==> src/rtl/tejas_pkg.sv <==
// Shared TEJAS writeback definitions: result-source and load-size encodings,
// trap causes, writeback FSM states, captured load context and alignment helpers.
package tejas_pkg;

    localparam int unsigned XLEN    = 32;
    localparam int unsigned CAUSE_W = 4;

    localparam logic [1:0] WB_ALU  = 2'd0;
    localparam logic [1:0] WB_LOAD = 2'd1;
    localparam logic [1:0] WB_PC4  = 2'd2;

    localparam logic [2:0] F3_LB  = 3'b000;
    localparam logic [2:0] F3_LH  = 3'b001;
    localparam logic [2:0] F3_LW  = 3'b010;
    localparam logic [2:0] F3_LBU = 3'b100;
    localparam logic [2:0] F3_LHU = 3'b101;

    localparam logic [CAUSE_W-1:0] CAUSE_NONE            = 4'd0;
    localparam logic [CAUSE_W-1:0] CAUSE_LOAD_MISALIGNED = 4'd4;
    localparam logic [CAUSE_W-1:0] CAUSE_LOAD_FAULT      = 4'd5;

    typedef enum logic [1:0] {
        S_IDLE,
        S_WAIT_MEM,
        S_WRITE
    } wb_state_e;

    // Load context held while the memory response is outstanding
    typedef struct packed {
        logic       reg_write;
        logic [2:0] funct3;
        logic [1:0] addr;
    } ld_ctx_t;

    // Any funct3 that is not a byte or half access is handled as a word access
    function automatic logic is_misaligned(input logic [2:0] funct3, input logic [1:0] addr);
        case (funct3)
            F3_LB, F3_LBU: return 1'b0;
            F3_LH, F3_LHU: return addr[0];
            default:       return addr != 2'b00;
        endcase
    endfunction

    function automatic logic [1:0] force_align(input logic [2:0] funct3, input logic [1:0] addr);
        case (funct3)
            F3_LB, F3_LBU: return addr;
            F3_LH, F3_LHU: return {addr[1], 1'b0};
            default:       return 2'b00;
        endcase
    endfunction

endpackage

==> src/rtl/load_align.sv <==
// Extracts the addressed byte/half/word from a word-aligned load response
// and sign- or zero-extends it to XLEN bits.
module load_align
    import tejas_pkg::*;
(
    input  logic [XLEN-1:0] rdata,
    input  logic [1:0]      addr,
    input  logic [2:0]      funct3,
    output logic [XLEN-1:0] data
);

    logic [7:0]  byte_lane;
    logic [15:0] half_lane;

    always_comb begin
        byte_lane = rdata[7:0];
        case (addr)
            2'd0: byte_lane = rdata[7:0];
            2'd1: byte_lane = rdata[15:8];
            2'd2: byte_lane = rdata[23:16];
            2'd3: byte_lane = rdata[31:24];
            default: byte_lane = rdata[7:0];
        endcase
        half_lane = addr[1] ? rdata[31:16] : rdata[15:0];

        case (funct3)
            F3_LB:   data = {{24{byte_lane[7]}}, byte_lane};
            F3_LBU:  data = {24'd0, byte_lane};
            F3_LH:   data = {{16{half_lane[15]}}, half_lane};
            F3_LHU:  data = {16'd0, half_lane};
            default: data = rdata;
        endcase
    end

endmodule

==> src/rtl/writeback_unit.sv <==
// TEJAS RV32I writeback stage: owns the register-file write port, waits on load
// responses, flags faults. Optional WB_MISALIGN_TRAP_EN traps misaligned loads.
module writeback_unit
    import tejas_pkg::*;
#(
    parameter int unsigned MEM_TIMEOUT = 255
) (
    input  logic               clock,
    input  logic               reset,
    input  logic               in_valid,
    output logic               in_ready,
    input  logic               in_reg_write,
    input  logic [4:0]         in_rd_addr,
    input  logic [1:0]         in_wb_sel,
    input  logic [2:0]         in_funct3,
    input  logic [XLEN-1:0]    in_alu_result,
    input  logic [XLEN-1:0]    in_pc_plus4,
    input  logic               mem_rvalid,
    input  logic [XLEN-1:0]    mem_rdata,
    input  logic               mem_err,
    output logic               rf_we,
    output logic [4:0]         rf_rd_addr,
    output logic [XLEN-1:0]    rf_rd_data,
    output logic               wb_done,
    output logic               trap_valid,
    output logic [CAUSE_W-1:0] trap_cause
);

    localparam int unsigned CNT_W = 8;

    wb_state_e        state;
    ld_ctx_t          ctx;
    logic [CNT_W-1:0] cnt;
    logic [CNT_W-1:0] cnt_inc;
    logic [XLEN-1:0]  load_data;

    assign cnt_inc = cnt + CNT_W'(1);

    load_align u_load_align (
        .rdata  (mem_rdata),
        .addr   (ctx.addr),
        .funct3 (ctx.funct3),
        .data   (load_data)
    );

    // Pulses default low every cycle and are only raised on the edge entering WRITE
    always_ff @(posedge clock) begin
        if (reset) begin
            state      <= S_IDLE;
            in_ready   <= 1'b1;
            rf_we      <= 1'b0;
            rf_rd_addr <= '0;
            rf_rd_data <= '0;
            wb_done    <= 1'b0;
            trap_valid <= 1'b0;
            trap_cause <= CAUSE_NONE;
            cnt        <= '0;
            ctx        <= '0;
        end else begin
            rf_we      <= 1'b0;
            wb_done    <= 1'b0;
            trap_valid <= 1'b0;
            trap_cause <= CAUSE_NONE;

            case (state)
                S_IDLE: begin
                    if (in_valid) begin
                        in_ready   <= 1'b0;
                        rf_rd_addr <= in_rd_addr;
                        ctx        <= '{reg_write: in_reg_write,
                                        funct3:    in_funct3,
                                        addr:      force_align(in_funct3, in_alu_result[1:0])};
                        if (in_wb_sel == WB_LOAD) begin
`ifdef WB_MISALIGN_TRAP_EN
                            if (is_misaligned(in_funct3, in_alu_result[1:0])) begin
                                state      <= S_WRITE;
                                wb_done    <= 1'b1;
                                trap_valid <= 1'b1;
                                trap_cause <= CAUSE_LOAD_MISALIGNED;
                            end else begin
                                state <= S_WAIT_MEM;
                                cnt   <= '0;
                            end
`else
                            state <= S_WAIT_MEM;
                            cnt   <= '0;
`endif
                        end else begin
                            state      <= S_WRITE;
                            wb_done    <= 1'b1;
                            rf_we      <= in_reg_write && (in_rd_addr != 5'd0);
                            rf_rd_data <= (in_wb_sel == WB_PC4) ? in_pc_plus4 : in_alu_result;
                        end
                    end
                end

                // A response in the same cycle as the timeout wins
                S_WAIT_MEM: begin
                    if (mem_rvalid) begin
                        state   <= S_WRITE;
                        wb_done <= 1'b1;
                        if (mem_err) begin
                            trap_valid <= 1'b1;
                            trap_cause <= CAUSE_LOAD_FAULT;
                        end else begin
                            rf_we      <= ctx.reg_write && (rf_rd_addr != 5'd0);
                            rf_rd_data <= load_data;
                        end
                    end else if (cnt_inc == CNT_W'(MEM_TIMEOUT)) begin
                        state      <= S_WRITE;
                        wb_done    <= 1'b1;
                        trap_valid <= 1'b1;
                        trap_cause <= CAUSE_LOAD_FAULT;
                    end else begin
                        cnt <= cnt_inc;
                    end
                end

                S_WRITE: begin
                    state    <= S_IDLE;
                    in_ready <= 1'b1;
                end

                default: begin
                    state    <= S_IDLE;
                    in_ready <= 1'b1;
                end
            endcase
        end
    end

endmodule

==> config.mk <==
export PLATFORM = sky130hd
export DESIGN_NAME = writeback_unit
export DESIGN_NICKNAME = d
export VERILOG_FILES = /design/src/rtl/tejas_pkg.sv /design/src/rtl/load_align.sv /design/src/rtl/writeback_unit.sv
export SDC_FILE = /design/constraint.sdc
export NUM_CORES = 1
export LEC_CHECK = 0
export ABC_AREA = 1
export CORE_ASPECT_RATIO = 2
export CORE_MARGIN = 2
export CORE_UTILIZATION = 30
export CTS_CLUSTER_SIZE = 10
export DETAILED_ROUTE_END_ITERATION = 10
export PLACE_DENSITY = 0.7
export SETUP_SLACK_MARGIN = 0.2
export SLEW_MARGIN = 20
export SYNTH_ARGS = -nofsm -noshare
export SYNTH_HDL_FRONTEND = slang
export SYNTH_SLANG_ARGS = --single-unit
==> constraint.sdc <==
create_clock -name clock -period 4.7 [get_ports clock]
set_input_delay 1.41 -clock clock [delete_from_list [all_inputs] [get_ports clock]]
set_output_delay 1.41 -clock clock [all_outputs]
set_load 0.01 [all_outputs]
==> results by group <==
Status
  • Status: finished clean

Global routing
  • Initial antenna violation count: 1
  • First-pass GRT wire length: 20700 microns
  • Pin count of the biggest net entering global routing: 52
  • Vias in the first global route: 4185
  • Gr ovfl total: 0
  • GRT Overall Usage: 21.4%

Detailed routing
  • Total length of routed wires: 14000 microns
  • Via Count: 4463
  • 1st-pass router iterations: 5
  • Routed wire per std cell: 16.4 microns
  • Vias per cell: 5.22
  • Post-route DRC: 0
  • 1st-iter DRT viols: 267
  • Routed Antenna Nets: 0

Timing
  • Fmax: 314 MHz
  • Slew margin rel.: 30.1%
  • Final Cycle Share: 67.8%
  • Setup TNS: 0 ns
  • WHS: 0.480 ns
  • Final Hold Viols: 0
  • Slew Viols, Final: 0
  • Unrepaired setup endpoints after global routing: no
  • Final WS setup: 1.52 ns
  • Setup Viol. Count Final: 0
  • Skew final: 0.00625 ns
  • Worst-Margin Slew: 1.04 ns
  • Fin crit period: 3.18 ns

Layout
  • Storage cell area: 1140 sq um
  • Finished Core Util: 46.6%
  • Multi-input gate area: 2110 sq um
  • Fillers: 1210
  • Synth-to-layout area growth: 52.1%
  • Layout cells sized above 1: 6.21%
  • Nets: 818
  • Cell area after layout: 5420 sq um
  • Non-Filler Instances: 855

Pwr
  • Switching share of power: 30.1%
  • P per Cell Area: 316 nW/um^2
  • VDD IR-drop max: 0.000179 V
  • Tot Pwr: 1.71 mW
  • Logic gate share of total power: 28.0%
  • P_int: 1.20 mW
  • Switching pwr: 0.515 mW
  • Sequential share of power: 34.0%
  • Clock power share: 38.0%
  • Static leakage: 2.21 nW

Worst setup path
  • Worst Path Class, Setup: in2reg
  • CP Launch Type: input pin
  • CP required: 4.96 ns
  • CP max FO: 24
  • CP Capture Type: flop
  • Worst Path Arrival: 3.45 ns

Clocking
  • CTS tree: done
  • Skew-Pair Late Insertion Delay: 0.33 ns
  • Worst-path clk slew: 0.06 ns
  • Sink Count: 57
  • Resize count post-CTS: 0
  • Clk root buf: clkbuf_16
  • H-tree Lvls: 3
  • Setup Buffers After CTS: 0
  • Cts hold-fix bufs: 0
  • TritonCTS Buffers: 9
  • Maximum buffer depth of the clock tree: 2

Synth
  • Syn_area_per_cell: 6.18 sq um
  • Mapped Area: 3570 sq um
  • Synth unique cells: 32
  • Synth top area cells: dfxtp_1, nand3_1, nand2_1, nor2_1, a21oi_1
  • Synth top area share: 32.0%
  • Syn Inst Count: 577
  • #FFs+latches synth: 57
  • Cell taking the most area after synthesis: dfxtp_1
  • Post-synthesis sequential area ratio: 32.0%
  • YS warnings: 0

Placed design
  • Routability cong.: 0.866
  • Hpwl dp: 10600 microns
  • Post-placement cell count: 838
  • Area post-placement: 5120 sq um
  • I/O Buffers: 154
  • Pre-CTS setup slack: 1.23 ns

Min path
  • Hold crit path type: reg2reg

Floorplan
  • Die height: 158 microns
  • Row cnt: 56
  • Initial Util: 30.7%
  • I/O Pins: 157
  • Core Region: 11600 sq um
  • Die ar.: 12800 sq um
  • Width of the die: 81.1 microns

Run
  • Max_cap viols: 0
==> per-layer routing <==
| metal | vias to the layer above | GRT usage, % | wire (microns) |
|---|---|---|---|
| li1 | 2197 | - | - |
| met1 | 2080 | 20.7 | 4830 |
| met2 | 154 | 41.7 | 7970 |
| met3 | 32 | 3.93 | 751 |
| met4 | 0 | 10.3 | 497 |
| met5 | - | 0 | 0 |
==> cells in the mapped netlist <==
master    instances
clkbuf_1         24
a22oi_1           7
nand2_2           3
dfxtp_1          57
inv_1            23
o31ai_1           1
o211ai_2          1
inv_2             5
a31oi_1           2
or2_1             1
o22ai_2           1
conb_1            1
ha_1              2
nor3_1           10
buf_1             3
a21oi_1          67
inv_4             1
o21ai_0          29
buf_2            10
nor3_2            1
o21ai_1          33
nand2_4           1
nor2_2            9
nand3_1          87
buf_4             6
a21oi_2           1
nor2_1           90
nand3_4           1
a32oi_1           1
nand4_1           2
buf_6             1
nand2_1          96
==> area by class of cell <==
cell class | instances | area share, %
antenna | 1 | 0.0461
clock buffer | 11 | 4.48
clock inverter | 5 | 1.02
inverter | 29 | 2.05
multi-input combinational | 448 | 38.9
sequential | 57 | 21.0
tap | 145 | 3.35
timing repair buffer | 159 | 29.1
==> cells by family after synthesis <==
family	Yosys count	share of synthesized area, %
buffers and inverters	73	8.95
AOI/OAI and AO/OA	143	21.3
DFF	57	32.0
other	1	0.105
adders and majority gates	2	0.702
and+or+nand+nor	301	36.9
==> path summary, 6_finish.rpt <==
kind | start | end | slack, ns | cells past startpoint
setup reg to reg | state[1]$_SDFFE_PP0P_ | rf_rd_data[29]$_SDFFE_PP0P_ | 1.99 | 10
setup / recovery | mem_rdata[31] | rf_rd_data[23]$_SDFFE_PP0P_ | 1.52 | 7
hold / removal | ctx[0]$_SDFFE_PP0P_ | ctx[0]$_SDFFE_PP0P_ | 0.48 | 2
hold reg to reg | ctx[0]$_SDFFE_PP0P_ | ctx[0]$_SDFFE_PP0P_ | 0.48 | 2
==> power by group through the flow <==
| stage | combinational, mW | sequential [mW] | clock [mW] |
|---|---|---|---|
| finish | 0.479 | 0.582 | 0.650 |
| global route | 0.522 | 0.587 | 0.681 |
| CTS | 0.480 | 0.581 | 0.655 |
| detailed placement | 0.477 | 0.590 | 0 |
| global placement | 0.468 | 0.589 | 0 |
| floorplan | 0.229 | 0.596 | 0 |
==> worst max-delay path: stages <==
cell	delay (ns)
clkdlybuf4s50_1	0.51
nand2_1	0.10
o211ai_2	0.20
nand3_1	0.66
nand3_1	0.36
a21oi_1	0.11
nor2_1	0.10
==> sequential cells by signal, indices dropped and copies added, names as in the netlist <==
register,count
trap_cause,1
wb_done,1
cnt,8
rf_rd_data,32
rf_rd_addr,5
in_ready,1
state,2
ctx,6
rf_we,1
==> placed cells by master, fill, tap and decap left out, types with 2 or more instances in the layout <==
master,instances
a22oi_1,7
ha_1,2
nor2_1,90
conb_1,2
nand2_1,96
clkbuf_16,9
clkinv_2,2
dfxtp_1,57
clkdlybuf4s50_1,154
a31oi_1,2
clkinvlp_4,2
a21oi_1,67
inv_2,5
nand4_1,2
inv_1,23
nor2_2,9
o21ai_1,33
nand3_1,87
nand2_2,3
nor3_1,10
buf_4,5
o21ai_0,29
Power figures use the tool's default switching activity.
